File: src/rtl/dtree_feature_sequencer.sv
// Feature-frame sequencer for a combinational decision-tree classifier:
// gathers N_FEAT bytes, lets the tree settle, then holds the captured class.
module dtree_feature_sequencer #(
  parameter int N_FEAT  = 7,
  parameter int FEAT_W  = 8,
  parameter int CLASS_W = 5,
  parameter int SETTLE  = 1
) (
  input  logic                     clk,
  input  logic                     rst_n,
  input  logic [FEAT_W-1:0]        s_data,
  input  logic                     s_valid,
  input  logic                     s_sof,
  output logic                     s_ready,
  output logic [N_FEAT*FEAT_W-1:0] feat_vec,
  input  logic [CLASS_W-1:0]       cls_in,
  output logic [CLASS_W-1:0]       m_class,
  output logic                     m_valid,
  input  logic                     m_ready,
  output logic                     busy,
  output logic                     sof_err
);

  localparam int IDX_W = (N_FEAT > 1) ? $clog2(N_FEAT) : 1;
  localparam int CNT_W = $clog2(SETTLE + 1);

  typedef enum logic [1:0] {ST_LOAD, ST_SETTLE, ST_HOLD} state_t;

  state_t                     state, state_nxt;
  logic [IDX_W-1:0]           idx;
  logic [IDX_W-1:0]           wr_slot;
  logic [CNT_W-1:0]           cnt;
  logic [N_FEAT*FEAT_W-1:0]   slots;
  logic                       xfer, accept, discard, restart_err, frame_done, settle_last;

  // rst_n gates s_ready so nothing is offered while reset is held
  assign s_ready  = rst_n && (state == ST_LOAD);
  assign busy     = (state == ST_SETTLE) || (state == ST_HOLD);
  assign m_valid  = (state == ST_HOLD);
  assign feat_vec = slots;

  assign xfer        = s_valid && s_ready;
  assign accept      = xfer && (s_sof || (idx != '0));
  assign discard     = xfer && !s_sof && (idx == '0);
  assign restart_err = xfer && s_sof && (idx != '0);
  assign wr_slot     = s_sof ? '0 : idx;
  assign frame_done  = accept && (wr_slot == IDX_W'(N_FEAT - 1));
  assign settle_last = (cnt == CNT_W'(1));

  always_ff @(posedge clk or negedge rst_n) begin
    if (!rst_n) state <= ST_LOAD;
    else        state <= state_nxt;
  end

  always_comb begin
    state_nxt = state;
    case (state)
      ST_LOAD:   if (frame_done)  state_nxt = ST_SETTLE;
      ST_SETTLE: if (settle_last) state_nxt = ST_HOLD;
      ST_HOLD:   if (m_ready)     state_nxt = ST_LOAD;
      default:                    state_nxt = ST_LOAD;
    endcase
  end

  always_ff @(posedge clk or negedge rst_n) begin
    if (!rst_n) begin
      idx     <= '0;
      cnt     <= '0;
      slots   <= '0;
      m_class <= '0;
      sof_err <= 1'b0;
    end else begin
      sof_err <= restart_err || discard;
      if (accept) begin
        slots[int'(wr_slot)*FEAT_W +: FEAT_W] <= s_data;
        idx <= frame_done ? '0 : wr_slot + IDX_W'(1);
      end
      // counter is loaded with SETTLE; the cycle holding 1 is the capture cycle
      if (frame_done)
        cnt <= CNT_W'(SETTLE);
      else if (state == ST_SETTLE)
        cnt <= cnt - CNT_W'(1);
      if ((state == ST_SETTLE) && settle_last)
        m_class <= cls_in;
    end
  end

endmodule
File: config.mk
export PLATFORM = sky130hd
export DESIGN_NAME = dtree_feature_sequencer
export DESIGN_NICKNAME = d
export VERILOG_FILES = /design/src/rtl/dtree_feature_sequencer.sv
export SDC_FILE = /design/constraint.sdc
export NUM_CORES = 1
export LEC_CHECK = 0
export ABC_CLOCK_PERIOD_IN_PS = 2500
export BUFFER_PORTS_ARGS = -buffer_cell sky130_fd_sc_hd__buf_2
export CAP_MARGIN = 20
export CORE_MARGIN = 4
export CORE_UTILIZATION = 47
export CTS_CLUSTER_DIAMETER = 30
export DETAILED_ROUTE_END_ITERATION = 8
export PLACE_DENSITY = 0.81
export SYNTH_ARGS = -nofsm -noshare
export SYNTH_HDL_FRONTEND = slang
export SYNTH_SLANG_ARGS = --single-unit
File: constraint.sdc
create_clock -name clk -period 2.5 [get_ports clk]
set_input_delay 0.25 -clock clk [delete_from_list [all_inputs] [get_ports clk]]
set_output_delay 0.25 -clock clk [all_outputs]
set_load 0.05 [all_outputs]
Yosys cells after proc, flatten, opt, wreduce, memory -nomap -nowiden

Cells that the tools add are included.

Add/sub/neg operators: 3
Muxes and demuxes: 9
Reduce and logical (&&, ||, !) cells: 18
Shift operators: 2
Eq/ne operators: 6

Operators with widths:

| operator                | number |
|---|---|
| $bwmux 56               | 1 |
| $shift 8x33->56 const A | 1 |
| $shiftx 8x33->56        | 1 |
| $neg 6->33              | 1 |
| $logic_and 1x1->1       | 9 |
| $mux 2                  | 3 |
| $mux 3                  | 2 |
| $pmux 2 s3              | 1 |
| $ne 2x2->1 const B      | 2 |
| $add 3x1->3 const B     | 1 |
| $eq 3x3->1 const B      | 1 |
| $logic_not 3->1         | 1 |
| $logic_or 1x1->1        | 3 |
| $reduce_and 3->1        | 1 |
| $reduce_bool 3->1       | 1 |
| $eq 2x1->1 const B      | 1 |
| $eq 2x2->1 const B      | 1 |
| $logic_not 2->1         | 1 |
| $mux 1                  | 2 |
| $ne 2x1->1 const B      | 1 |
| $reduce_bool 2->1       | 1 |
| $logic_not 1->1         | 1 |
| $sub 1x1->1 const B     | 1 |

Word-level logic and storage cells: 44
Register bits: 68
Output and inout bits: 65
Input bits: 18

Longest topological paths before layout

Gate-level depths: netlist (run 1).

Word-level depth: 7
Mapped depth: 7

Worst setup path after synthesis (run 1)

OpenSTA, ideal clock, no wires.

Path kind: flip-flop to flip-flop
Start: register idx[0]
End: register slots[32] (netlist: feat_vec[32])
Stages on the path, launching flop included: 8
Setup slack: -0.016 ns
Setup time: 0.125 ns
Path buffers: 1
Period minus slack after synthesis: 2.516 ns
Data required time: 2.375 ns
Data arrival time: 2.392 ns
Cell sequence: dfrtp_1 > nand2b_1 > clkbuf_1 > ha_1 > ha_1 > or3b_4 > nor4_4 > mux2_2

Longest elaborated chain between the ends: 4
Elaborated cells between the ends (all ways): 8
Those cells by class: 1 x add/sub; 2 x shift; 2 x mux; 3 x reduce/logical

Ends and longest elaborated chain:

| element                                             | RTL line | RTL |
|---|---|---|
| start, declared                                     | 30       | `logic [IDX_W-1:0] idx;` |
| start signal, assigned                              | 76       | `idx <= frame_done ? '0 : wr_slot + IDX_W'(1);` |
| $mux 3                                              | 46       | `assign wr_slot = s_sof ? '0 : idx;` |
| $neg 6->33                                          | 75       | `slots[int'(wr_slot)*FEAT_W +: FEAT_W] <= s_data;` |
| $shiftx 8x33->56 or $shift 8x33->56 (tied branches) | 75       |  |
| $bwmux 56                                           | 75       |  |
| end signal, assigned by index                       | 75       |  |
| end, declared                                       | 33       | `logic [N_FEAT*FEAT_W-1:0] slots;` |

Several ways; a longest one is shown, not always the timed one.
A chain may end at the register's enable or synchronous reset.

Worst setup path in the final report (run 1)

Start: register idx[0]
End: register slots[17] (netlist: feat_vec[17])

Same word-level chain as after synthesis.

==> results.toml, run 1 <==
[critical_path]
crit_path_cell_trace = "nand2b_1 > ha_1 > ha_4 > or3b_4 > nor3_4 > mux2_2"
critical_path_s_largest_stage_delay_ns = 0.43
critical_path_class = "flop to flop"
largest_fanout_of_any_net_on_the_critical_path = 8
cp-end-kind = "flop"
cp-start-kind = "flop"
crit_family = "simple AND/OR/NAND/NOR gates"
standard_cell_with_the_maximum_stage_delay_on_the_critical_path = "sky130_fd_sc_hd__dfrtp_1"
worst_ep_arrival_ns = 2.59
crit_buf_inv = 0
crit_required_ns = 2.73
setup.reg_to_reg.worst_slack_ns = 0.13

[timing]
max_freq_mhz = 422
worst_hold_slack_ns = 0.145
final.setup.tns_ns = 0
fin_ws_ns = 0.132
final_hold_vio_count = 0
setup_viol_count_final = 0
final.setup_skew_ns = 0.00651
final_min_period_over_clock_period_pct = 94.7
tightest_slew_ns = 0.767
slew_violations = 0
period_minus_slack_ns = 2.37
rsz0062_at_grt = "false"
worst_slew_margin_rel_pct = 48.9

[placed_design]
dp_slack_ns = 0.0667
hpwl_microns = 4670
globalplace.congestion = 0.809
port-buffer-count = 82
place.detailed.instances = 368

[yosys]
ys_async_sr_fraction_pct = 100
syn_avg_cell_area_sq_um = 14.6
synth_instances = 203
number_of_warnings_reported_in_the_yosys_synthesis_log = 0
unique_cell_type_count_in_the_yosys_netlist = 35
syn-num-nets = 230
synth.cells.most_frequent = "68 x sky130_fd_sc_hd__dfrtp_1, 63 x sky130_fd_sc_hd__mux2_2, 10 x sky130_fd_sc_hd__nor2b_1, 9 x sky130_fd_sc_hd__ha_1, 8 x sky130_fd_sc_hd__and2_1"
synth_area_leader_cell = "sky130_fd_sc_hd__dfrtp_1"
synth_enable_flop_cells = 0
yosysSeqAreaShare_pct = 57.3
synthTopCellsByArea = "sky130_fd_sc_hd__dfrtp_1 57%, sky130_fd_sc_hd__mux2_2 24%, sky130_fd_sc_hd__ha_1 3.8%"
syn_std_cell_area_sq_um = 2970
leading_register_cell_type_out_of_synthesis = "sky130_fd_sc_hd__dfrtp_1"
synth.top_cell.area_share_pct = 57.3
synth_most_common_cell = "sky130_fd_sc_hd__dfrtp_1"
ys_seq_elements = 68

[routing]
vias_per_cell = 5.06
remaining_drc_errors = 0
antenna_left = 0
detailroute.via_count = 1950
drt-total-wl_microns = 6330
wl_per_cell_microns = 16.4
drtPass1Iterations = 4
drt_iter0_markers = 143

[pwr]
cellPowerDensity_nw_per_um2 = 1300
power_leakage_nw = 2.02
intPower_w = 0.00267
total_switching_power_w = 0.00224
vdd.ir_drop.worst_mv = 0.860
power.share.combinational_pct = 47.3
part_of_the_power_in_the_clock_network_pct = 20.0
seq_power_share_pct = 32.7
swShare_pct = 45.7

[global_route]
maximum_number_of_pins_on_one_net_before_global_route_repair = 64
first_global_vias = 2078
grt_overall_usage_pct = 17.8
globalRouteOverflowTotal = 0
grt_pass1_wl_microns = 10300
number_of_antenna_violations_at_the_first_check_in_global_routing = 0

[run_status]
run_status = "finished clean"

[finish]
finish.net_count = 332
area_growth_pct = 27.4
final-instance-count-excl-fill = 385
diode_insertion_count_for_antenna_repair = 0
drive_above_1_share_pct = 59.0

[clock_network]
cts_tree = "yes"
cts_setup_buffers = 0
cts_buffers = 9
cts_hold_repair_buffers = 1
sink_count = 68
worstSkewPairLatency_ns = 0.34
cts.root.buffer_cell = "sky130_fd_sc_hd__clkbuf_8"
cts_max_path_buffers = 2
ctsResizeCount = 0
clkSlewWorstSetupHoldPaths_ns = 0.08
cts-htree-levels = 3

[die]
rows = 28
dieArea_sq_um = 7660
core_outline_area_sq_um = 6030
initial_core_util_pct = 49.3
design.portCount = 83
dieWidth_microns = 87.5
die_height_microns = 87.5

[min_path]
timing.hold.worst.class = "input pin to flop"

[job]
timing.max_cap.violations = 0
-- layer usage --
metal / track usage, % / vias up / wire [microns]
met5: 0 / - / 0
met4: 7.53 / 0 / 106
met3: 3.69 / 7 / 295
met2: 28.9 / 45 / 3120
met1: 23.1 / 974 / 2810
li1: - / 924 / -
-- area by class of cell --
| type | count | area, sq um |
|---|---|---|
| Fill cell | 504 | 2240 |
| Sequential cell | 68 | 1700 |
| Multi-Input combinational cell | 128 | 1250 |
| Timing Repair Buffer | 94 | 503 |
| Clock buffer | 10 | 128 |
| Tap cell | 75 | 93.8 |
| Clock inverter | 6 | 88.8 |
| Inverter | 4 | 15.0 |
-- path summary, 6_finish.rpt --
kind	from	to	cells after the start
min in group asynchronous	rst_n	idx[1]	2
max in group asynchronous	rst_n	feat_vec[27]	3
max	idx[0]	feat_vec[17]	6
min	cls_in[3]	m_class[3]	2
max reg2reg	idx[0]	feat_vec[17]	6
min reg2reg	feat_vec[55]	feat_vec[55]	1
-- cell usage in the layout (no fill, tap or decap), drive strengths merged --
cell type | synthesis | final
nor4 | 2 | 2
inv | 4 | 4
bufinv | 0 | 2
mux2 | 63 | 63
nor2 | 2 | 2
buf | 1 | 93
nor2b | 10 | 10
clkinvlp | 0 | 2
a21boi | 1 | 1
and2 | 9 | 9
or4 | 1 | 1
nand2b | 4 | 4
nand3 | 2 | 2
nor4b | 1 | 1
or3b | 1 | 1
nand4 | 1 | 1
ha | 9 | 9
clkbuf | 2 | 10
clkinv | 0 | 2
a41o | 1 | 1
dlygate4sd3 | 0 | 1
o21ai | 2 | 2
nor3 | 5 | 5
a2111oi | 1 | 1
dfrtp | 68 | 68
o31a | 1 | 1
or2b | 1 | 1
xnor2 | 1 | 1
o21bai | 2 | 2
a21oi | 2 | 2
nand3b | 2 | 2
nand2 | 3 | 3
o21a | 1 | 1
-- sequential cells by signal (all words and copies together), names as in the netlist --
name and cells:
m_class 5, idx 3, sof_err 1, feat_vec 56, state 2, cnt 1
-- metrics by stage --
step	util (%)	total power [W]	cell area, sq um
final	62.8	0.00491	3780
after detailed placement	59.1	0.00397	3560
after global routing	62.8	0.00517	3780
after CTS	62.8	0.00496	3780
after floorplan	-	0.00339	2980
after global placement	59.1	0.00391	3560
-- kinds of logic (layout without fill, tap and decap cells) --
group	count (synthesis)	in the layout	synth area share [%]
flip-flops	68	68	57.3
multiplexers	63	63	23.9
AND/OR/NAND/NOR	44	44	11.2
AO/OA/AOI/OAI	11	11	2.65
adder cells (fa/ha/maj)	9	9	3.79
buffers and inverters	7	114	0.926
XOR/XNOR	1	1	0.295
-- power by group through the flow --
stage	Clock (W)	Sequential, W	Combinational [W]
global placement	0	0.00161	0.00230
CTS	0.00100	0.00161	0.00235
detailed placement	0	0.00163	0.00234
finish	0.000981	0.00161	0.00233
floorplan	0	0.00258	0.000809
global route	0.00105	0.00165	0.00247
Power figures use the tool's default switching activity.
==> run 2: changes to the inputs <==
- ABC_CLOCK_PERIOD_IN_PS: 2500 -> 2100
- clock period: 2.5 -> 2.1 ns (I/O delays scaled with it)
==> run 2 against run 1 <==
The run now ends with setup timing left. Non-clock buffer count grew 14. Wire length rose by 7.2%. Clock power rose by 20%. Cell area up 5.9%. Sequential share of layout area down 2.5 points. Register-to-register slack worse by 0.16 ns. Critical endpoint is now feat_vec[38]. Highest routed layer unchanged.
==> results.toml, run 2 (same netlist as run 1, synthesis figures left out) <==
[global_route]
grt_pass1_wl_microns = 11000
globalRouteOverflowTotal = 0
number_of_antenna_violations_at_the_first_check_in_global_routing = 0
maximum_number_of_pins_on_one_net_before_global_route_repair = 64
grt_overall_usage_pct = 18.9
first_global_vias = 2223

[die]
design.portCount = 83
core_outline_area_sq_um = 6030
dieWidth_microns = 87.5
dieArea_sq_um = 7660
rows = 28
initial_core_util_pct = 49.3
die_height_microns = 87.5

[critical_path]
worstReg2RegEnd = "feat_vec[38]"
reg2regPathDepth = 7
critical_path_s_largest_stage_delay_ns = 0.41
worstReg2RegStart = "idx[0]"
critical_path_class = "flop to flop"
worst_ep_arrival_ns = 2.34
timing.critical_path.mode_cell = "sky130_fd_sc_hd__ha_4"
crit_required_ns = 2.31
crit_path_cell_trace = "nand2b_1 > ha_4 > ha_4 > or3b_4 > nor4_4 > buf_6 > mux2_2"
largest_fanout_of_any_net_on_the_critical_path = 8
cp-start-kind = "flop"
standard_cell_with_the_maximum_stage_delay_on_the_critical_path = "sky130_fd_sc_hd__or3b_4"
crit_buf_inv = 1
setup.reg_to_reg.worst_slack_ns = -0.03
crit_family = "simple AND/OR/NAND/NOR gates"
cp-end-kind = "flop"

[timing]
final.setup_skew_ns = 0.00717
max_freq_mhz = 470
tightest_slew_ns = 0.786
worst_hold_slack_ns = 0.107
final_hold_vio_count = 0
slew_violations = 0
rsz0062_at_grt = "true"
fin_ws_ns = -0.0271
final_min_period_over_clock_period_pct = 101
worst_slew_margin_rel_pct = 47.6
period_minus_slack_ns = 2.13
setup_viol_count_final = 5

[finish]
drive_above_1_share_pct = 62.0
area_growth_pct = 34.9
mostFrequentLayoutCell = "sky130_fd_sc_hd__buf_2"
largest_register_ffs = 56
layout.cells.most_common_list = "82 x sky130_fd_sc_hd__buf_2, 68 x sky130_fd_sc_hd__dfrtp_1, 49 x sky130_fd_sc_hd__mux2_2"
fillerInstances = 479
design_area_sq_um = 4010
finish.net_count = 346
diode_insertion_count_for_antenna_repair = 0

[min_path]
hold-path-endpoint = "m_class[4]"
hold_path.startpoint = "cls_in[4]"
hold-path-cell-count = 2
timing.hold.worst.class = "input pin to flop"

[placed_design]
port-buffer-count = 82
hpwl_microns = 4990
post_dp_cell_area_sq_um = 3720
globalplace.congestion = 0.845
dp_slack_ns = -0.134

[clock_network]
cts-htree-levels = 3
cts_tree = "yes"
clkSlewWorstSetupHoldPaths_ns = 0.07
cts_max_path_buffers = 2
worstSkewPairLatency_ns = 0.33
cts.root.buffer_cell = "sky130_fd_sc_hd__clkbuf_8"
sink_count = 68
cts_buffers = 9

[routing]
drt-total-wl_microns = 6790
antenna_left = 0
detailroute.via_count = 2068
drtPass1Iterations = 4
remaining_drc_errors = 0
vias_per_cell = 5.18
drt_iter0_markers = 90
wl_per_cell_microns = 17.0

[pwr]
cellPowerDensity_nw_per_um2 = 1500
power_leakage_nw = 2.12
vdd.ir_drop.worst_mv = 1.02

[run_status]
run_status = "finished, violations left"
failed_checks = "setup timing"

[job]
timing.max_cap.violations = 0
-- run 2: changes by cell type in the layout (fill, tap and decap cells not counted), sizes merged --
cell and delta:
buf +14, clkbuf +1, clkinvlp -2, clkinv +1
-- run 2: worst register-to-register path, stage by stage, from the launching register on --
cell,delay [ns]
sky130_fd_sc_hd__dfrtp_1,0.35
sky130_fd_sc_hd__nand2b_1,0.11
sky130_fd_sc_hd__ha_4,0.19
sky130_fd_sc_hd__ha_4,0.26
sky130_fd_sc_hd__or3b_4,0.41
sky130_fd_sc_hd__nor4_4,0.17
sky130_fd_sc_hd__buf_6,0.19
sky130_fd_sc_hd__mux2_2,0.35
-- run 2: timing repair --
action | in CTS | in global routing
hold buffers | 1 | 0
hold endpoints to repair | 5 | 0
pin swaps | 0 | 3
resized for setup | 6 | 5
setup endpoints to repair | 12 | 58
setup buffers | 2 | 2
-- run 2: how the worst max path moves through the flow --
stage	start	end	slack [ns]	cells past startpoint
2_1_floorplan	idx[0]	feat_vec[32]	-0.26	7
3_3_place_gp	s_sof	feat_vec[34]	-0.04	8
3_5_place_dp	s_sof	feat_vec[34]	-0.13	8
4_1_cts	idx[1]	feat_vec[38]	-0.05	7
5_1_grt	idx[0]	feat_vec[38]	-0.12	7
6_report	idx[0]	feat_vec[38]	-0.03	7
-- run 2: layout make-up --
type	instances	area [sq um]	area share, %
clock buffers	11	141	3.53
clock inverters	5	75.1	1.87
inverters	4	15.0	0.375
multi-input cells	128	1340	33.3
flip-flops and latches	68	1700	42.5
well taps	75	93.8	2.34
repair buffers	108	644	16.1
-- run 2: routing by layer --
layer  wire (microns)  up-vias  global-route usage, %
met5                0        -                      0
met4               93        0                   8.23
met3              434        8                   5.20
met2             3350       78                   30.9
met1             2910     1036                   23.5
li1                 -      946                      -
-- run 2: where the power goes --
group	leakage (nW)	internal (W)	switching [W]
clock network	0.113	0.000696	0.000486
logic	1.11	0.000919	0.00201
registers	0.905	0.00169	0.000214
total	2.12	0.00331	0.00271
-- run 2: per-stage QoR --
stage | power (W) | setup TNS [ns] | std cells | utilization, %
5_1_grt | 0.00635 | -1.00 | 399 | 66.5
2_1_floorplan | 0.00409 | -7.05 | 203 | -
6_report | 0.00602 | -0.0889 | 399 | 66.5
3_5_place_dp | 0.00482 | -1.23 | 379 | 61.7
3_3_place_gp | 0.00475 | -0.308 | 379 | 61.7
4_1_cts | 0.00603 | -0.255 | 398 | 66.0
